**src/rtl/vram_arb_pkg.sv**
```systemverilog
// Shared types and constants for the VRAM arbiter: host FSM states, grant
// encoding and the width of the optional stall counter.
package vram_arb_pkg;

  typedef enum logic [1:0] {
    H_IDLE = 2'd0,
    H_WAIT = 2'd1,
    H_RESP = 2'd2
  } host_state_e;

  typedef logic [1:0] grant_t;

  localparam grant_t GNT_DISP  = 2'd0;
  localparam grant_t GNT_DRAIN = 2'd1;
  localparam grant_t GNT_HREAD = 2'd2;
  localparam grant_t GNT_NONE  = 2'd3;

  localparam int STATS_WIDTH = 16;

endpackage

```
**src/rtl/vram_wr_fifo.sv**
```systemverilog
// Posted-write FIFO holding {addr,data} pairs; supports push and pop in the
// same cycle, including when full. Head entry is presented combinationally.
module vram_wr_fifo #(
  parameter int ADDR_WIDTH = 10,
  parameter int DATA_WIDTH = 4,
  parameter int DEPTH      = 4
) (
  input  logic                  clk,
  input  logic                  reset,
  input  logic                  push,
  input  logic [ADDR_WIDTH-1:0] push_addr,
  input  logic [DATA_WIDTH-1:0] push_data,
  input  logic                  pop,
  output logic                  full,
  output logic                  empty,
  output logic [ADDR_WIDTH-1:0] head_addr,
  output logic [DATA_WIDTH-1:0] head_data
);

  localparam int PTR_W = $clog2(DEPTH);
  localparam int CNT_W = PTR_W + 1;

  logic [ADDR_WIDTH+DATA_WIDTH-1:0] mem [DEPTH];
  logic [PTR_W-1:0]                 wr_ptr;
  logic [PTR_W-1:0]                 rd_ptr;
  logic [CNT_W-1:0]                 count;
  logic                             do_push;
  logic                             do_pop;

  assign full    = (count == CNT_W'(DEPTH));
  assign empty   = (count == '0);
  assign do_pop  = pop && !empty;
  // A pop in the same cycle frees the slot a full-FIFO push needs.
  assign do_push = push && (!full || do_pop);

  assign {head_addr, head_data} = mem[rd_ptr];

  always_ff @(posedge clk) begin
    if (reset) begin
      wr_ptr <= '0;
      rd_ptr <= '0;
      count  <= '0;
    end else begin
      if (do_push) wr_ptr <= wr_ptr + PTR_W'(1);
      if (do_pop)  rd_ptr <= rd_ptr + PTR_W'(1);
      case ({do_push, do_pop})
        2'b10:   count <= count + CNT_W'(1);
        2'b01:   count <= count - CNT_W'(1);
        default: count <= count;
      endcase
    end
  end

  always_ff @(posedge clk) begin
    if (do_push) mem[wr_ptr] <= {push_addr, push_data};
  end

endmodule

```
**src/rtl/vram_arbiter.sv**
```systemverilog
// Shares one single-port synchronous VRAM between the display fetcher and a
// host port. Optional stall counter enabled by defining VRAM_ARB_STATS_EN.
module vram_arbiter
  import vram_arb_pkg::*;
#(
  parameter int ADDR_WIDTH = 10,
  parameter int DATA_WIDTH = 4,
  parameter int FIFO_DEPTH = 4
) (
  input  logic                  i_clk,
  input  logic                  i_reset,
  input  logic                  i_disp_req,
  input  logic [ADDR_WIDTH-1:0] i_disp_addr,
  output logic                  o_disp_valid,
  output logic [DATA_WIDTH-1:0] o_disp_data,
  input  logic                  i_host_valid,
  input  logic                  i_host_we,
  input  logic [ADDR_WIDTH-1:0] i_host_addr,
  input  logic [DATA_WIDTH-1:0] i_host_data,
  output logic                  o_host_ready,
  output logic                  o_host_rvalid,
  output logic [DATA_WIDTH-1:0] o_host_rdata,
  output logic [ADDR_WIDTH-1:0] o_ram_addr,
  output logic [DATA_WIDTH-1:0] o_ram_data,
  output logic                  o_ram_we,
  input  logic [DATA_WIDTH-1:0] i_ram_data,
  output logic [1:0]            dbg_host_state
`ifdef VRAM_ARB_STATS_EN
  ,
  output logic [STATS_WIDTH-1:0] o_host_stall_cycles
`endif
);

  host_state_e           state;
  host_state_e           state_next;
  grant_t                grant;
  logic                  fifo_full;
  logic                  fifo_empty;
  logic                  fifo_push;
  logic                  fifo_pop;
  logic [ADDR_WIDTH-1:0] fifo_addr;
  logic [DATA_WIDTH-1:0] fifo_data;
  logic [ADDR_WIDTH-1:0] host_addr;
  logic [ADDR_WIDTH-1:0] last_addr;
  logic [DATA_WIDTH-1:0] rdata_q;
  logic                  disp_valid_q;
  logic                  accept;
  logic                  accept_rd;

  // Host handshake: a command transfers in any cycle where i_host_valid and
  // o_host_ready are both high; the host holds its command until then.
  assign o_host_ready = (state == H_IDLE) && !fifo_full && !i_reset;
  assign accept       = i_host_valid && o_host_ready;
  assign fifo_push    = accept && i_host_we;
  assign accept_rd    = accept && !i_host_we;
  assign fifo_pop     = (grant == GNT_DRAIN) && !i_reset;

  vram_wr_fifo #(
    .ADDR_WIDTH (ADDR_WIDTH),
    .DATA_WIDTH (DATA_WIDTH),
    .DEPTH      (FIFO_DEPTH)
  ) u_wr_fifo (
    .clk       (i_clk),
    .reset     (i_reset),
    .push      (fifo_push),
    .push_addr (i_host_addr),
    .push_data (i_host_data),
    .pop       (fifo_pop),
    .full      (fifo_full),
    .empty     (fifo_empty),
    .head_addr (fifo_addr),
    .head_data (fifo_data)
  );

  // Host reads wait for an empty FIFO so they observe every earlier write.
  always_comb begin
    grant = GNT_NONE;
    if (i_disp_req)           grant = GNT_DISP;
    else if (!fifo_empty)     grant = GNT_DRAIN;
    else if (state == H_WAIT) grant = GNT_HREAD;
  end

  always_comb begin
    o_ram_addr = last_addr;
    o_ram_we   = 1'b0;
    case (grant)
      GNT_DISP:  o_ram_addr = i_disp_addr;
      GNT_DRAIN: begin
        o_ram_addr = fifo_addr;
        o_ram_we   = !i_reset;
      end
      GNT_HREAD: o_ram_addr = host_addr;
      default:   o_ram_addr = last_addr;
    endcase
  end

  assign o_ram_data = fifo_data;

  always_comb begin
    state_next = state;
    case (state)
      H_IDLE:  if (accept_rd) state_next = H_WAIT;
      H_WAIT:  if (grant == GNT_HREAD) state_next = H_RESP;
      H_RESP:  state_next = H_IDLE;
      default: state_next = H_IDLE;
    endcase
  end

  always_ff @(posedge i_clk) begin
    if (i_reset) begin
      state        <= H_IDLE;
      host_addr    <= '0;
      last_addr    <= '0;
      rdata_q      <= '0;
      disp_valid_q <= 1'b0;
    end else begin
      state        <= state_next;
      last_addr    <= o_ram_addr;
      disp_valid_q <= i_disp_req;
      if (accept_rd)        host_addr <= i_host_addr;
      if (state == H_RESP)  rdata_q   <= i_ram_data;
    end
  end

  // RAM data is registered, so both read paths see it one cycle after issue.
  assign o_disp_valid   = disp_valid_q;
  assign o_disp_data    = i_ram_data;
  assign o_host_rvalid  = (state == H_RESP) && !i_reset;
  assign o_host_rdata   = (state == H_RESP) ? i_ram_data : rdata_q;
  assign dbg_host_state = state;

`ifdef VRAM_ARB_STATS_EN
  logic [STATS_WIDTH-1:0] stall_q;

  always_ff @(posedge i_clk) begin
    if (i_reset) begin
      stall_q <= '0;
    end else if (((i_host_valid && !o_host_ready) || state == H_WAIT) && (stall_q != '1)) begin
      stall_q <= stall_q + STATS_WIDTH'(1);
    end
  end

  assign o_host_stall_cycles = stall_q;
`else
  // Stall counter is not built in this configuration.
`endif

endmodule
```
**config.mk**
```make
export PLATFORM = sky130hd
export DESIGN_NAME = vram_arbiter
export DESIGN_NICKNAME = d
export VERILOG_FILES = /design/src/rtl/vram_arb_pkg.sv /design/src/rtl/vram_wr_fifo.sv /design/src/rtl/vram_arbiter.sv
export SDC_FILE = /design/constraint.sdc
export NUM_CORES = 1
export LEC_CHECK = 0
export ABC_CLOCK_PERIOD_IN_PS = 2600
export BUFFER_PORTS_ARGS = -buffer_cell sky130_fd_sc_hd__buf_2
export CELL_PAD_IN_SITES_DETAIL_PLACEMENT = 1
export CELL_PAD_IN_SITES_GLOBAL_PLACEMENT = 1
export CORE_MARGIN = 2
export CORE_UTILIZATION = 35
export DETAILED_ROUTE_END_ITERATION = 12
export PLACE_DENSITY_LB_ADDON = 0.1
export SLEW_MARGIN = 20
export SYNTH_ARGS = -nofsm -noshare
export SYNTH_HDL_FRONTEND = slang
export SYNTH_SLANG_ARGS = --single-unit
```
**constraint.sdc**
```tcl
create_clock -name i_clk -period 2.6 [get_ports i_clk]
set_input_delay 0.13 -clock i_clk [delete_from_list [all_inputs] [get_ports i_clk]]
set_output_delay 0.13 -clock i_clk [all_outputs]
set_load 0.05 [all_outputs]
```
==> out/qor.yml <==
rsz0062_at_grt: "no"
detail_route.first_pass.iterations: 4
synth.cell_area_um2: 3880
final_nets: 379
ys_seq_elements: 92
relSlewSlack: 0.659
grt_max_degree: 28
crit_start: "dbg_host_state[1]"
post-synth-top-area-fraction: 0.433
grt_pass1_vias: 2404
grt_pass1_wl_mm: 12.7
outcome: "completed"
finalWorstPathRequiredPeriod_ns: 2.35
fin_tns_setup_ns: 0
ctsRootBufferMaster: "sky130_fd_sc_hd__clkbuf_8"
core_um2: 10800
min_path_type: "in2reg"
timing.final.max_slew_violations: 0
globalRouteMet2Util: 0.252
die-width_um: 109
timing.setup.critical_path_class: "reg2out"
synth_warnings: 0
synth.largest_area_cell: "sky130_fd_sc_hd__edfxtp_1"
p_sw_frac: 0.269
cts_tree: "built"
clk-insertion-delay-late_ns: 0.35
design.die.area_um2: 11900
globalRoute.busiestLayer: "met2"
gr-usage-all-layers: 0.146
top_level_ports: 61
finalSetupViolCount: 0
placementRows: 38
critical_path_endpoint: "o_ram_addr[1]"
postSynthCellCount: 266
drc_errors: 0
reg2reg_slack_ns: 0.37
number_of_synthesized_flops_with_an_enable_pin: 56
finalCritPeriodShare: 0.905
rr_worst_depth: 9
grt_overflow: 0
initial_utilization: 0.358
total_leakage_power_nw: 1.70
critPathArrivalTime_ns: 2.22
highest_fanout_seen_on_the_critical_path: 7
syn-mean-instance-area_um2: 14.6
route.antenna.remaining_nets: 0
final-instance-count-excl-fill: 485
drive_above_1_share: 0.357
die_h_um: 109
port_buffers: 60
share_of_power_burned_in_combinational_logic: 0.154
tightestPinTransition_ns: 0.511
vdd.ir_drop.worst_mv: 0.269
cts_buffers: 9
wl_per_cell_um: 16.7
highest_achievable_clock_rate_ghz: 0.425
async_sr_flop_fraction: 0
power.sequential.fraction: 0.533
power.density_nw_per_um2: 651
antenna_cells: 0
pwr-share-clk: 0.313
timing.rr.start: "u_wr_fifo.count[2]"
crit_path_end_kind: "output port"
layout-area-overhead-vs-synth_pct: 18.9
violation_count_after_the_first_detailed_routing_iteration: 83
place_congestion: 0.664
finalWirelength_mm: 8.12
switching_power_mw: 0.809
p_int_mw: 2.19
number_of_levels_in_the_clock_h_tree: 3
setup_clock_skew_after_layout_ns: 0.0122
post_cts.repair.setup_buffers: 0
cts_buffer_depth: 2
timing.critical_path.required_ns: 2.47
vias_per_cell: 4.81
clock_sink_count: 92
groute.layer.met3.usage: 0.0391
antenna_found_initial: 0
post-place-cells: 462
global_route.usage.met1: 0.180
worstReg2RegEnd: "u_wr_fifo.count[2]"
synth-seq-area-share: 0.619
num_vias: 2333
synthFlopType: "sky130_fd_sc_hd__edfxtp_1"
cts_resized: 0
clk_pin_slew_ns: 0.09
finalHoldViolCount: 0
post-dp-hpwl_mm: 5.42
synth_fp_nets: 305
synth.cells.most_frequent: "56 x sky130_fd_sc_hd__edfxtp_1, 36 x sky130_fd_sc_hd__dfxtp_1, 27 x sky130_fd_sc_hd__nor2_1"
synthTopCellsByArea: "sky130_fd_sc_hd__edfxtp_1 43%, sky130_fd_sc_hd__dfxtp_1 19%, sky130_fd_sc_hd__mux4_2 4.6%"
yosysMostFrequentCell: "sky130_fd_sc_hd__edfxtp_1"
setup_crit_start_kind: "flip-flop"
timing.max_cap.violations: 0
synthDistinctLibCells: 35
sequential cells by signal (all words and copies together), names as in the netlist, named ones only:
| name | cells |
|---|---|
| rdata_q | 4 |
| u_wr_fifo.wr_ptr | 2 |
| u_wr_fifo.count | 3 |
| last_addr | 10 |
| o_disp_valid | 1 |
| dbg_host_state | 2 |
| u_wr_fifo.mem | 56 |
| host_addr | 10 |
| u_wr_fifo.rd_ptr | 2 |
power by group through the flow:
stage | registers, mW | logic [mW] | clock network [mW]
3_5_place_dp | 1.64 | 0.463 | 0
6_report | 1.60 | 0.462 | 0.939
2_1_floorplan | 1.64 | 0.330 | 0
3_3_place_gp | 1.63 | 0.457 | 0
4_1_cts | 1.60 | 0.472 | 0.984
5_1_grt | 1.61 | 0.503 | 1.04
critical path: stages (launching register included):
cell and delay [ns]:
sky130_fd_sc_hd__dfxtp_1 0.36, sky130_fd_sc_hd__nand2b_1 0.31, sky130_fd_sc_hd__buf_4 0.25, sky130_fd_sc_hd__mux2_2 0.34, sky130_fd_sc_hd__a211oi_1 0.32, sky130_fd_sc_hd__nor2_1 0.08, sky130_fd_sc_hd__buf_2 0.21
kinds of logic (layout without fill, tap and decap cells):
family | count (synthesis) | after routing | share of synthesized area
flops | 92 | 92 | 0.619
simple gates | 84 | 84 | 0.121
mux | 38 | 38 | 0.153
buf+inv | 24 | 103 | 0.0355
compound gates | 18 | 18 | 0.0406
fa+ha+maj | 6 | 6 | 0.0213
xor+xnor | 4 | 4 | 0.00903
what timing repair did:
action | CTS | global route
hold endpoints to repair | 25 | 0
setup endpoints to repair | 0 | 0
hold buffers | 7 | 0
cell usage in the layout (no fill, tap or decap), types with 3 or more instances in the layout:
cell and instances:
sky130_fd_sc_hd__mux2i_1 10, sky130_fd_sc_hd__o21ai_0 3, sky130_fd_sc_hd__dlygate4sd3_1 7, sky130_fd_sc_hd__mux2_2 14, sky130_fd_sc_hd__nor2_1 27, sky130_fd_sc_hd__edfxtp_1 56, sky130_fd_sc_hd__nor2b_1 17, sky130_fd_sc_hd__or3_1 3
sky130_fd_sc_hd__clkbuf_8 9, sky130_fd_sc_hd__mux4_2 8, sky130_fd_sc_hd__inv_1 6, sky130_fd_sc_hd__a21oi_1 4, sky130_fd_sc_hd__dfxtp_1 36, sky130_fd_sc_hd__buf_4 14, sky130_fd_sc_hd__a211oi_2 8, sky130_fd_sc_hd__nor3_1 12
sky130_fd_sc_hd__mux4_1 6, sky130_fd_sc_hd__and2_1 14, sky130_fd_sc_hd__ha_1 5, sky130_fd_sc_hd__buf_2 60
metrics by stage:
stage                     utilization  power [mW]  cell area, um2  worst slack [ns]  hold slack [ns]
final                           0.426        3.00            4610             0.246           0.0200
after global routing            0.426        3.15            4610            0.0464          0.00178
after CTS                       0.426        3.06            4610             0.188          0.00202
after detailed placement        0.401        2.10            4350             0.394            0.358
after global placement          0.401        2.09            4350             0.481            0.347
after floorplan                     -        1.97            3880             0.270            0.229
final cells by class:
type | count | area, um2
fillers | 1158 | 6230
flip-flops and latches | 92 | 2400
multi-input cells | 150 | 1350
repair buffers | 81 | 475
well taps | 140 | 175
clock buffers | 10 | 128
clock inverters | 6 | 63.8
inverters | 6 | 22.5
metal layers:
metal / routed length [um] / vias to the layer above / part of all wire
met4: 92 / 0 / 0.011
met1: 3700 / 1165 / 0.46
met2: 4080 / 40 / 0.50
li1: - / 1119 / -
met5: 0 / - / 0
met3: 239 / 9 / 0.029
worst min-delay path by stage:
stage                        start                    to  depth (start not counted)  slack (ns)
floorplan           i_host_data[0]   u_wr_fifo.mem[0][0]                          0        0.23
global placement    i_host_data[2]   u_wr_fifo.mem[1][2]                          1        0.35
detailed placement  i_host_data[1]   u_wr_fifo.mem[1][1]                          1        0.36
CTS                 i_host_addr[0]   u_wr_fifo.mem[2][4]                          1       0.002
global route        i_host_addr[3]   u_wr_fifo.mem[1][7]                          1       0.002
finish              i_host_addr[6]  u_wr_fifo.mem[0][10]                          1        0.02
No activity file was read; power rests on OpenSTA's default activity.
